File: src/rtl/counter_sequencer_if.sv
`default_nettype none
// ============================================================================
// Module   : counter_sequencer_if
// Brief    : Request, core-side RAM and arbitrated RAM bundle for counter_sequencer.
// Revision : 1.0
// ============================================================================
interface counter_sequencer_if #(
  parameter int NCNT = 8
);
  logic [NCNT-1:0] inc_req;
  logic [14:0]     core_RAM_read_address;
  logic [14:0]     core_RAM_write_address;
  logic [14:0]     core_RAM_write_data;
  logic            core_RAM_write_en;
  logic [14:0]     RAM_read_data;
  logic [14:0]     RAM_read_address;
  logic [14:0]     RAM_write_address;
  logic [14:0]     RAM_write_data;
  logic            RAM_write_en;
  logic            core_stall;
  logic [NCNT-1:0] rupt_req;
  logic [NCNT-1:0] overrun;

  // Environment side: core, request sources and the RAM itself.
  modport master (
    output inc_req, core_RAM_read_address, core_RAM_write_address,
           core_RAM_write_data, core_RAM_write_en, RAM_read_data,
    input  RAM_read_address, RAM_write_address, RAM_write_data,
           RAM_write_en, core_stall, rupt_req, overrun
  );

  modport slave (
    input  inc_req, core_RAM_read_address, core_RAM_write_address,
           core_RAM_write_data, core_RAM_write_en, RAM_read_data,
    output RAM_read_address, RAM_write_address, RAM_write_data,
           RAM_write_en, core_stall, rupt_req, overrun
  );
endinterface
`default_nettype wire

File: src/rtl/counter_sequencer.sv
`default_nettype none
// ============================================================================
// Module   : counter_sequencer
// Brief    : Steals RAM cycles from the core to increment ones' complement counters.
// Revision : 1.0
// ============================================================================
module counter_sequencer #(
  parameter logic [14:0] BASE_ADDR    = 15'o24,
  parameter int          NCNT         = 8,
  parameter int          DRAIN_CYCLES = 2,
  parameter int          CASCADE_SRC  = 1,
  parameter int          CASCADE_DST  = 0
) (
  input  logic                clock,
  input  logic                reset_n,
  counter_sequencer_if.slave  bus
);

  localparam int SELW = (NCNT > 1) ? $clog2(NCNT) : 1;
  localparam int CNTW = (DRAIN_CYCLES > 0) ? $clog2(DRAIN_CYCLES + 1) : 1;

  typedef enum logic [1:0] {
    IDLE  = 2'd0,
    DRAIN = 2'd1,
    READ  = 2'd2,
    WRITE = 2'd3
  } state_t;

  state_t          r_state;
  state_t          w_next_state;
  logic [NCNT-1:0] r_pending;
  logic [NCNT-1:0] r_overrun;
  logic [NCNT-1:0] w_cascade;
  logic [NCNT-1:0] w_pend_base;
  logic [NCNT-1:0] w_clr;
  logic [14:0]     r_operand;
  logic [14:0]     w_inc_data;
  logic            w_ovf;
  logic [SELW-1:0] r_sel;
  logic [SELW-1:0] w_sel_next;
  logic [CNTW-1:0] r_drain;
  logic            w_enter_read;
  logic            w_pend_any;
  logic [14:0]     w_cell_addr;

  assign w_cell_addr = BASE_ADDR + {{(15-SELW){1'b0}}, r_sel};

  // 15-bit ones' complement increment; -0 steps straight to +1.
  always_comb begin
    w_ovf = 1'b0;
    if (r_operand == 15'o37777) begin
      w_inc_data = 15'o00000;
      w_ovf      = 1'b1;
    end else if (r_operand == 15'o77777) begin
      w_inc_data = 15'o00001;
    end else begin
      w_inc_data = r_operand + 15'd1;
    end
  end

  always_comb begin
    w_cascade = '0;
    if (r_state == WRITE && w_ovf && r_sel == SELW'(CASCADE_SRC))
      w_cascade[CASCADE_DST] = 1'b1;
  end

  // Cascade requests are visible to selection in the same cycle, so a
  // chained cell is serviced right after its source without re-draining.
  assign w_pend_base = r_pending | w_cascade;
  assign w_pend_any  = |w_pend_base;

  always_comb begin
    w_sel_next = '0;
    for (int i = NCNT - 1; i >= 0; i--) begin
      if (w_pend_base[i]) w_sel_next = SELW'(i);
    end
  end

  always_comb begin
    w_clr = '0;
    if (w_enter_read) w_clr[w_sel_next] = 1'b1;
  end

  always_ff @(posedge clock) begin
    if (!reset_n) r_state <= IDLE;
    else          r_state <= w_next_state;
  end

  always_comb begin
    w_next_state          = r_state;
    w_enter_read          = 1'b0;
    bus.RAM_read_address  = bus.core_RAM_read_address;
    bus.RAM_write_address = bus.core_RAM_write_address;
    bus.RAM_write_data    = bus.core_RAM_write_data;
    bus.RAM_write_en      = bus.core_RAM_write_en;
    bus.core_stall        = 1'b0;
    bus.rupt_req          = '0;
    case (r_state)
      IDLE: begin
        if (w_pend_any) begin
          if (DRAIN_CYCLES == 0) begin
            w_next_state = READ;
            w_enter_read = 1'b1;
          end else begin
            w_next_state = DRAIN;
          end
        end
      end
      DRAIN: begin
        bus.core_stall = 1'b1;
        if (r_drain <= CNTW'(1)) begin
          w_next_state = READ;
          w_enter_read = 1'b1;
        end
      end
      READ: begin
        bus.core_stall       = 1'b1;
        bus.RAM_read_address = w_cell_addr;
        bus.RAM_write_en     = 1'b0;
        w_next_state         = WRITE;
      end
      WRITE: begin
        bus.core_stall        = 1'b1;
        bus.RAM_write_address = w_cell_addr;
        bus.RAM_write_data    = w_inc_data;
        bus.RAM_write_en      = 1'b1;
        if (w_ovf) bus.rupt_req[r_sel] = 1'b1;
        if (w_pend_any) begin
          w_next_state = READ;
          w_enter_read = 1'b1;
        end else begin
          w_next_state = IDLE;
        end
      end
      default: w_next_state = IDLE;
    endcase
    // A reset abandons any stolen cycle immediately, not just at the edge.
    if (!reset_n) begin
      w_next_state          = IDLE;
      w_enter_read          = 1'b0;
      bus.RAM_read_address  = bus.core_RAM_read_address;
      bus.RAM_write_address = bus.core_RAM_write_address;
      bus.RAM_write_data    = bus.core_RAM_write_data;
      bus.RAM_write_en      = bus.core_RAM_write_en;
      bus.core_stall        = 1'b0;
      bus.rupt_req          = '0;
    end
  end

  always_ff @(posedge clock) begin
    if (!reset_n) begin
      r_pending <= '0;
      r_overrun <= '0;
      r_operand <= '0;
      r_sel     <= '0;
      r_drain   <= '0;
    end else begin
      // A new request always wins over a same-cycle clear of its bit.
      r_pending <= (w_pend_base & ~w_clr) | bus.inc_req;
      r_overrun <= r_overrun | (bus.inc_req & r_pending & ~w_clr);
      if (w_enter_read) r_sel <= w_sel_next;
      if (r_state == IDLE && w_next_state == DRAIN)
        r_drain <= CNTW'(DRAIN_CYCLES);
      else if (r_state == DRAIN)
        r_drain <= r_drain - CNTW'(1);
      if (r_state == READ) r_operand <= bus.RAM_read_data;
    end
  end

  assign bus.overrun = r_overrun;

endmodule
`default_nettype wire

File: src/flat_wrapper.sv
// flat-port wrapper written by rule: the top's interface ports become plain ports
module counter_sequencer_flat 
#(
  parameter logic [14:0] BASE_ADDR    = 15'o24,
  parameter int          NCNT         = 8,
  parameter int          DRAIN_CYCLES = 2,
  parameter int          CASCADE_SRC  = 1,
  parameter int          CASCADE_DST  = 0
)
  (clock, reset_n, bus_inc_req, bus_core_RAM_read_address, bus_core_RAM_write_address, bus_core_RAM_write_data, bus_core_RAM_write_en, bus_RAM_read_data, bus_RAM_read_address, bus_RAM_write_address, bus_RAM_write_data, bus_RAM_write_en, bus_core_stall, bus_rupt_req, bus_overrun);
  counter_sequencer_if #(.NCNT(NCNT)) bus_i ();
  input  logic clock;
  input  logic reset_n;
  input wire logic [$bits(bus_i.inc_req)-1:0] bus_inc_req;
  input wire logic [$bits(bus_i.core_RAM_read_address)-1:0] bus_core_RAM_read_address;
  input wire logic [$bits(bus_i.core_RAM_write_address)-1:0] bus_core_RAM_write_address;
  input wire logic [$bits(bus_i.core_RAM_write_data)-1:0] bus_core_RAM_write_data;
  input wire logic [$bits(bus_i.core_RAM_write_en)-1:0] bus_core_RAM_write_en;
  input wire logic [$bits(bus_i.RAM_read_data)-1:0] bus_RAM_read_data;
  output wire logic [$bits(bus_i.RAM_read_address)-1:0] bus_RAM_read_address;
  output wire logic [$bits(bus_i.RAM_write_address)-1:0] bus_RAM_write_address;
  output wire logic [$bits(bus_i.RAM_write_data)-1:0] bus_RAM_write_data;
  output wire logic [$bits(bus_i.RAM_write_en)-1:0] bus_RAM_write_en;
  output wire logic [$bits(bus_i.core_stall)-1:0] bus_core_stall;
  output wire logic [$bits(bus_i.rupt_req)-1:0] bus_rupt_req;
  output wire logic [$bits(bus_i.overrun)-1:0] bus_overrun;
  assign bus_i.inc_req = bus_inc_req;
  assign bus_i.core_RAM_read_address = bus_core_RAM_read_address;
  assign bus_i.core_RAM_write_address = bus_core_RAM_write_address;
  assign bus_i.core_RAM_write_data = bus_core_RAM_write_data;
  assign bus_i.core_RAM_write_en = bus_core_RAM_write_en;
  assign bus_i.RAM_read_data = bus_RAM_read_data;
  assign bus_RAM_read_address = bus_i.RAM_read_address;
  assign bus_RAM_write_address = bus_i.RAM_write_address;
  assign bus_RAM_write_data = bus_i.RAM_write_data;
  assign bus_RAM_write_en = bus_i.RAM_write_en;
  assign bus_core_stall = bus_i.core_stall;
  assign bus_rupt_req = bus_i.rupt_req;
  assign bus_overrun = bus_i.overrun;
  counter_sequencer #(.BASE_ADDR(BASE_ADDR), .NCNT(NCNT), .DRAIN_CYCLES(DRAIN_CYCLES), .CASCADE_SRC(CASCADE_SRC), .CASCADE_DST(CASCADE_DST)) u_core (.clock(clock), .reset_n(reset_n), .bus(bus_i));
endmodule
File: config.mk
export PLATFORM = sky130hd
export DESIGN_NAME = counter_sequencer_flat
export DESIGN_NICKNAME = d
export VERILOG_FILES = /design/src/rtl/counter_sequencer_if.sv /design/src/rtl/counter_sequencer.sv /design/src/flat_wrapper.sv
export SDC_FILE = /design/constraint.sdc
export NUM_CORES = 1
export LEC_CHECK = 0
export ABC_AREA = 1
export CORE_MARGIN = 3
export CORE_UTILIZATION = 45
export DETAILED_ROUTE_END_ITERATION = 8
export DONT_BUFFER_PORTS = 1
export GPL_TIMING_DRIVEN = 0
export SLEW_MARGIN = 10
export SYNTH_ARGS = -nofsm -noshare
export SYNTH_HDL_FRONTEND = slang
export SYNTH_SLANG_ARGS = --single-unit
File: constraint.sdc
create_clock -name clock -period 3.63 [get_ports clock]
set_input_delay 1.089 -clock clock [delete_from_list [all_inputs] [get_ports clock]]
set_output_delay 1.089 -clock clock [all_outputs]
set_load 0.01 [all_outputs]
**Word-level counts from Yosys, hierarchy flattened**

Cells that the tools add are included.

- Output and inout bits: 63
- Flip-flop bits (word level): 38
- Input bits: 71
- Word-level logic and storage cells: 81

- Muxes and demuxes: 41
- Order comparisons: 5
- Reductions and logical operators: 10
- Equal/unequal tests: 7
- Add/subtract/negate cells: 3
- Bitwise logic cells: 8

Operators by type and width:

| kind | count |
|---|---|
| 2-to-1 mux 15 bit | 8 |
| 2-to-1 mux 8 bit | 4 |
| bitwise AND 8 bit | 3 |
| 2-to-1 mux 3 bit | 8 |
| OR 8 bit | 2 |
| adder 15 x 1 -> 15 bit, second input constant | 1 |
| equality test 15 x 14 -> 1 bit, second input constant | 1 |
| equality test 15 bit, second input constant | 1 |
| 2-to-1 mux 2 bit | 6 |
| 2-to-1 mux 1 bit | 10 |
| less-than comparator 3 x 4 -> 1 bit, second input constant | 2 |
| NOT 8 bit | 1 |
| OR 8 x 1 -> 8 bit | 1 |
| one-hot mux 2 bit (4 select lines) | 1 |
| OR reduction 8 bit | 1 |
| adder 5 x 3 -> 6 bit, first input constant | 1 |
| demux 1 bit (select 3 bit) | 2 |
| greater-or-equal comparator 3 x 1 -> 1 bit, second input constant | 2 |
| logical AND 1 bit | 5 |
| equality test 2 x 1 -> 1 bit, second input constant | 2 |
| equality test 2 bit, second input constant | 2 |
| one-hot mux 1 bit (2 select lines) | 2 |
| equality test 3 x 1 -> 1 bit, second input constant | 1 |
| OR reduction 3 bit | 1 |
| other kinds (6) | 6 |

**Logic depth before layout (Yosys ltp)**

- Depth after elaboration: 22
- Depth in mapped cells: 11
- Mapped depth without buffers: 11

**Worst setup path before layout**

OpenSTA, ideal clock, no wires.

- Path kind: input-to-output
- Start point: input reset_n
- End point: output bus_RAM_write_data[10]
- Path buffers: 1
- Slack: 0.518 ns
- Data arrival time: 2.023 ns
- Data required time: 2.541 ns
- Cell stages on the path: 7
- Path through: nand2_2 nor2_4 inv_1 nor2_2 nand2_2 buf_6 o21ai_0

- Cells in the longest elaborated chain, start to end: 1

Ends and longest elaborated chain:

| what | line | text |
|---|---|---|
| from (decl) | flat_wrapper.sv:13 | `input logic reset_n;` |
| 2-to-1 mux 15 bit | counter_sequencer.sv:138 | `if (!reset_n) begin` |
| to (decl) | flat_wrapper.sv:22 | `output wire logic [$bits(bus_i.RAM_write_data)-1:0] bus_RAM_write_data;` |

Every way passes these cells.

**Worst setup path in the final report**

- Start point: input reset_n
- End point: output bus_RAM_write_data[3]

Same word-level chain as after synthesis.

==> impl_metrics.ini <==
[route]
drt-total-wl_um = 6880
dr.pass1.iters = 4
via_count = 2484
first_iter_violations = 103
drc = 0
vias_per_cell = 5.11
routedWlPerCell_um = 14.2
postRouteAntennaNets = 0

[layout]
num-fill-cells = 581
nNetsFinal = 488
diodes = 0
final_cell_area_mm2 = 0.00269
area_growth_pct = 7.12
fin_util_pct = 51.4
drive_above_1_share_pct = 8.17

[clocking]
clk_latency_ns = 0.29
htree_levels = 2
cts-root-buf = clkbuf_8
cts_made_buffers = 5
cts.sinks = 38
ctsResizeCount = 0
hold_buffers = 0
path_clk_slew_ns = 0.08
cts_max_path_buffers = 2
cts_tree = built
cts_setup_buffers = 0

[timing]
fmax_mhz = 301
drv_slew = 0
layout_min_cycle_time_ns = 3.33
final.setup.tns_ns = 0
setup_ws_ns = 0.304
rsz0062_at_grt = false
setup_viol_count_final = 0
worst_pin_slew_ns = 0.544
final_hold_viol_count = 0
post-route-period-util_pct = 91.6
clock_skew_ns = 0.0100
relSlewSlack_pct = 63.4

[power]
p_leak_nw = 1.34
max-vdd-ir-drop_uv = 275
power.density_mw_per_mm2 = 539

[place]
placed_area_mm2 = 0.00260
place_ws_ns = 0.301
gp_congestion = 0.890
hpwl_um = 5550
port_buffers = 0

[floorplan]
die_area_mm2 = 0.00652
die_h_um = 80.7
rows = 26
io_pins = 134
initial_core_util_pct = 48.0
die_x_um = 80.7
core_region_area_mm2 = 0.00524

[grt]
track_usage_pct = 20.8
first_global_vias = 2245
antenna_found_initial = 0
overflow = 0
grt_pass1_wl_um = 10400
grt_start_max_net_pins = 12

[logic_synthesis]
yosysUniqueCellTypes = 34
synth_area_per_cell_um2 = 6.16
synth-edff-count = 0
netlist_instances = 408
yosys_warnings = 0
syn_nets = 481
synth_seq_area_share_pct = 30.3
synth_area_mm2 = 0.00251
ys_seq_elements = 38
ys.flop_type = dfxtp_1
synthArstFlopShare_pct = 0

[critical_path]
start_kind = primary input
crit_type = in -> out
worst_setup_path_end_kind = output pin
crit_fanout = 10
worstPathArrival_ns = 2.24
required_ns = 2.54

[flow_run]
drv_cap = 0

[status]
outcome = finished, final reports clean

[worst_hold_path]
hold_path.class = reg -> reg
## where the power goes
group	switching [W]	internal, W	leakage (nW)
sequential	0.0000965	0.000514	0.313
clock	0.000148	0.000153	0.0482
combinational	0.000374	0.000165	0.979
total	0.000618	0.000833	1.34
## cell usage in the layout, fill, tap and decap left out, drive strengths merged, types with 3 or more instances in the layout
master	count
nand3	27
a21oi	28
inv	77
nor2	69
nand2	92
nor3	6
dfxtp	38
clkbuf	18
o21ai	35
xnor2	3
nand4	4
## cell type report
cell class	instances	area (um2)	share of cell area [%]
Clock buffer	7	86.3	3.21
Inverter	78	293	10.9
Clock inverter	1	5.00	0.186
Buffer	12	53.8	2.00
Tap cell	70	87.6	3.25
Sequential cell	38	761	28.3
Multi-Input combinational cell	280	1410	52.2
## path summary, 6_finish.rpt
check	cells past startpoint	slack, ns	end	startpoint
max	7	0.30	bus_RAM_write_data[3]	reset_n
min	2	0.49	u_core.r_operand[14]	u_core.r_operand[14]
max reg2reg	10	1.68	u_core.bus.overrun[6]	u_core.r_operand[0]
min reg2reg	2	0.49	u_core.r_operand[14]	u_core.r_operand[14]
## stage by stage
stage	std cells	total power (W)	hold WS (ns)
2_1_floorplan	408	0.00104	0.457
3_3_place_gp	478	0.00115	0.479
3_5_place_dp	478	0.00117	0.481
4_1_cts	486	0.00147	0.492
5_1_grt	486	0.00157	0.523
6_report	486	0.00145	0.488
## critical path, stage by stage
cell	delay [ns]
nand2_2	0.07
nor2_4	0.16
inv_1	0.10
nor2_2	0.23
nand2_2	0.11
buf_6	0.15
o21ai_0	0.33
## cell usage after synthesis, types with 4 or more instances
master    number  area [um2]
nand3_2        5        50.1
nor2_4         4        45.0
nand2_2        4        25.0
nand4_1        4        25.0
inv_1         75         282
dfxtp_1       38         761
nor3_1         6        30.0
a21oi_1       28         140
o21ai_0       32         160
nand3_1       19        95.1
clkbuf_1      10        37.5
nor2_1        61         229
nand2_1       87         327
## routing by layer
metal  global-route usage (%)  part of all wire [%]  vias up
li1                         -                     -     1281
met1                     24.0                    41     1102
met2                     38.9                    51       95
met3                     4.37                   7.3        6
met4                     4.56                  0.83        0
met5                        0                     0        -
## cells by family after synthesis
family | after synthesis | synth area share (%)
AO/OA/AOI/OAI | 72 | 15.3
XOR/XNOR | 5 | 1.74
flip-flops | 38 | 30.3
AND/OR/NAND/NOR | 200 | 37.4
adder cells (fa/ha/maj) | 2 | 0.996
buffers and inverters | 90 | 13.8
multiplexers | 1 | 0.398
## sequential cells by signal, summed over array words and instances (netlist names)
register and flops:
u_core.r_operand 15, u_core.bus.overrun 8, u_core.r_pending 8, u_core.r_sel 3
u_core.r_drain 2, u_core.r_state 2
Note: power is estimated with default switching activity, not from simulation.
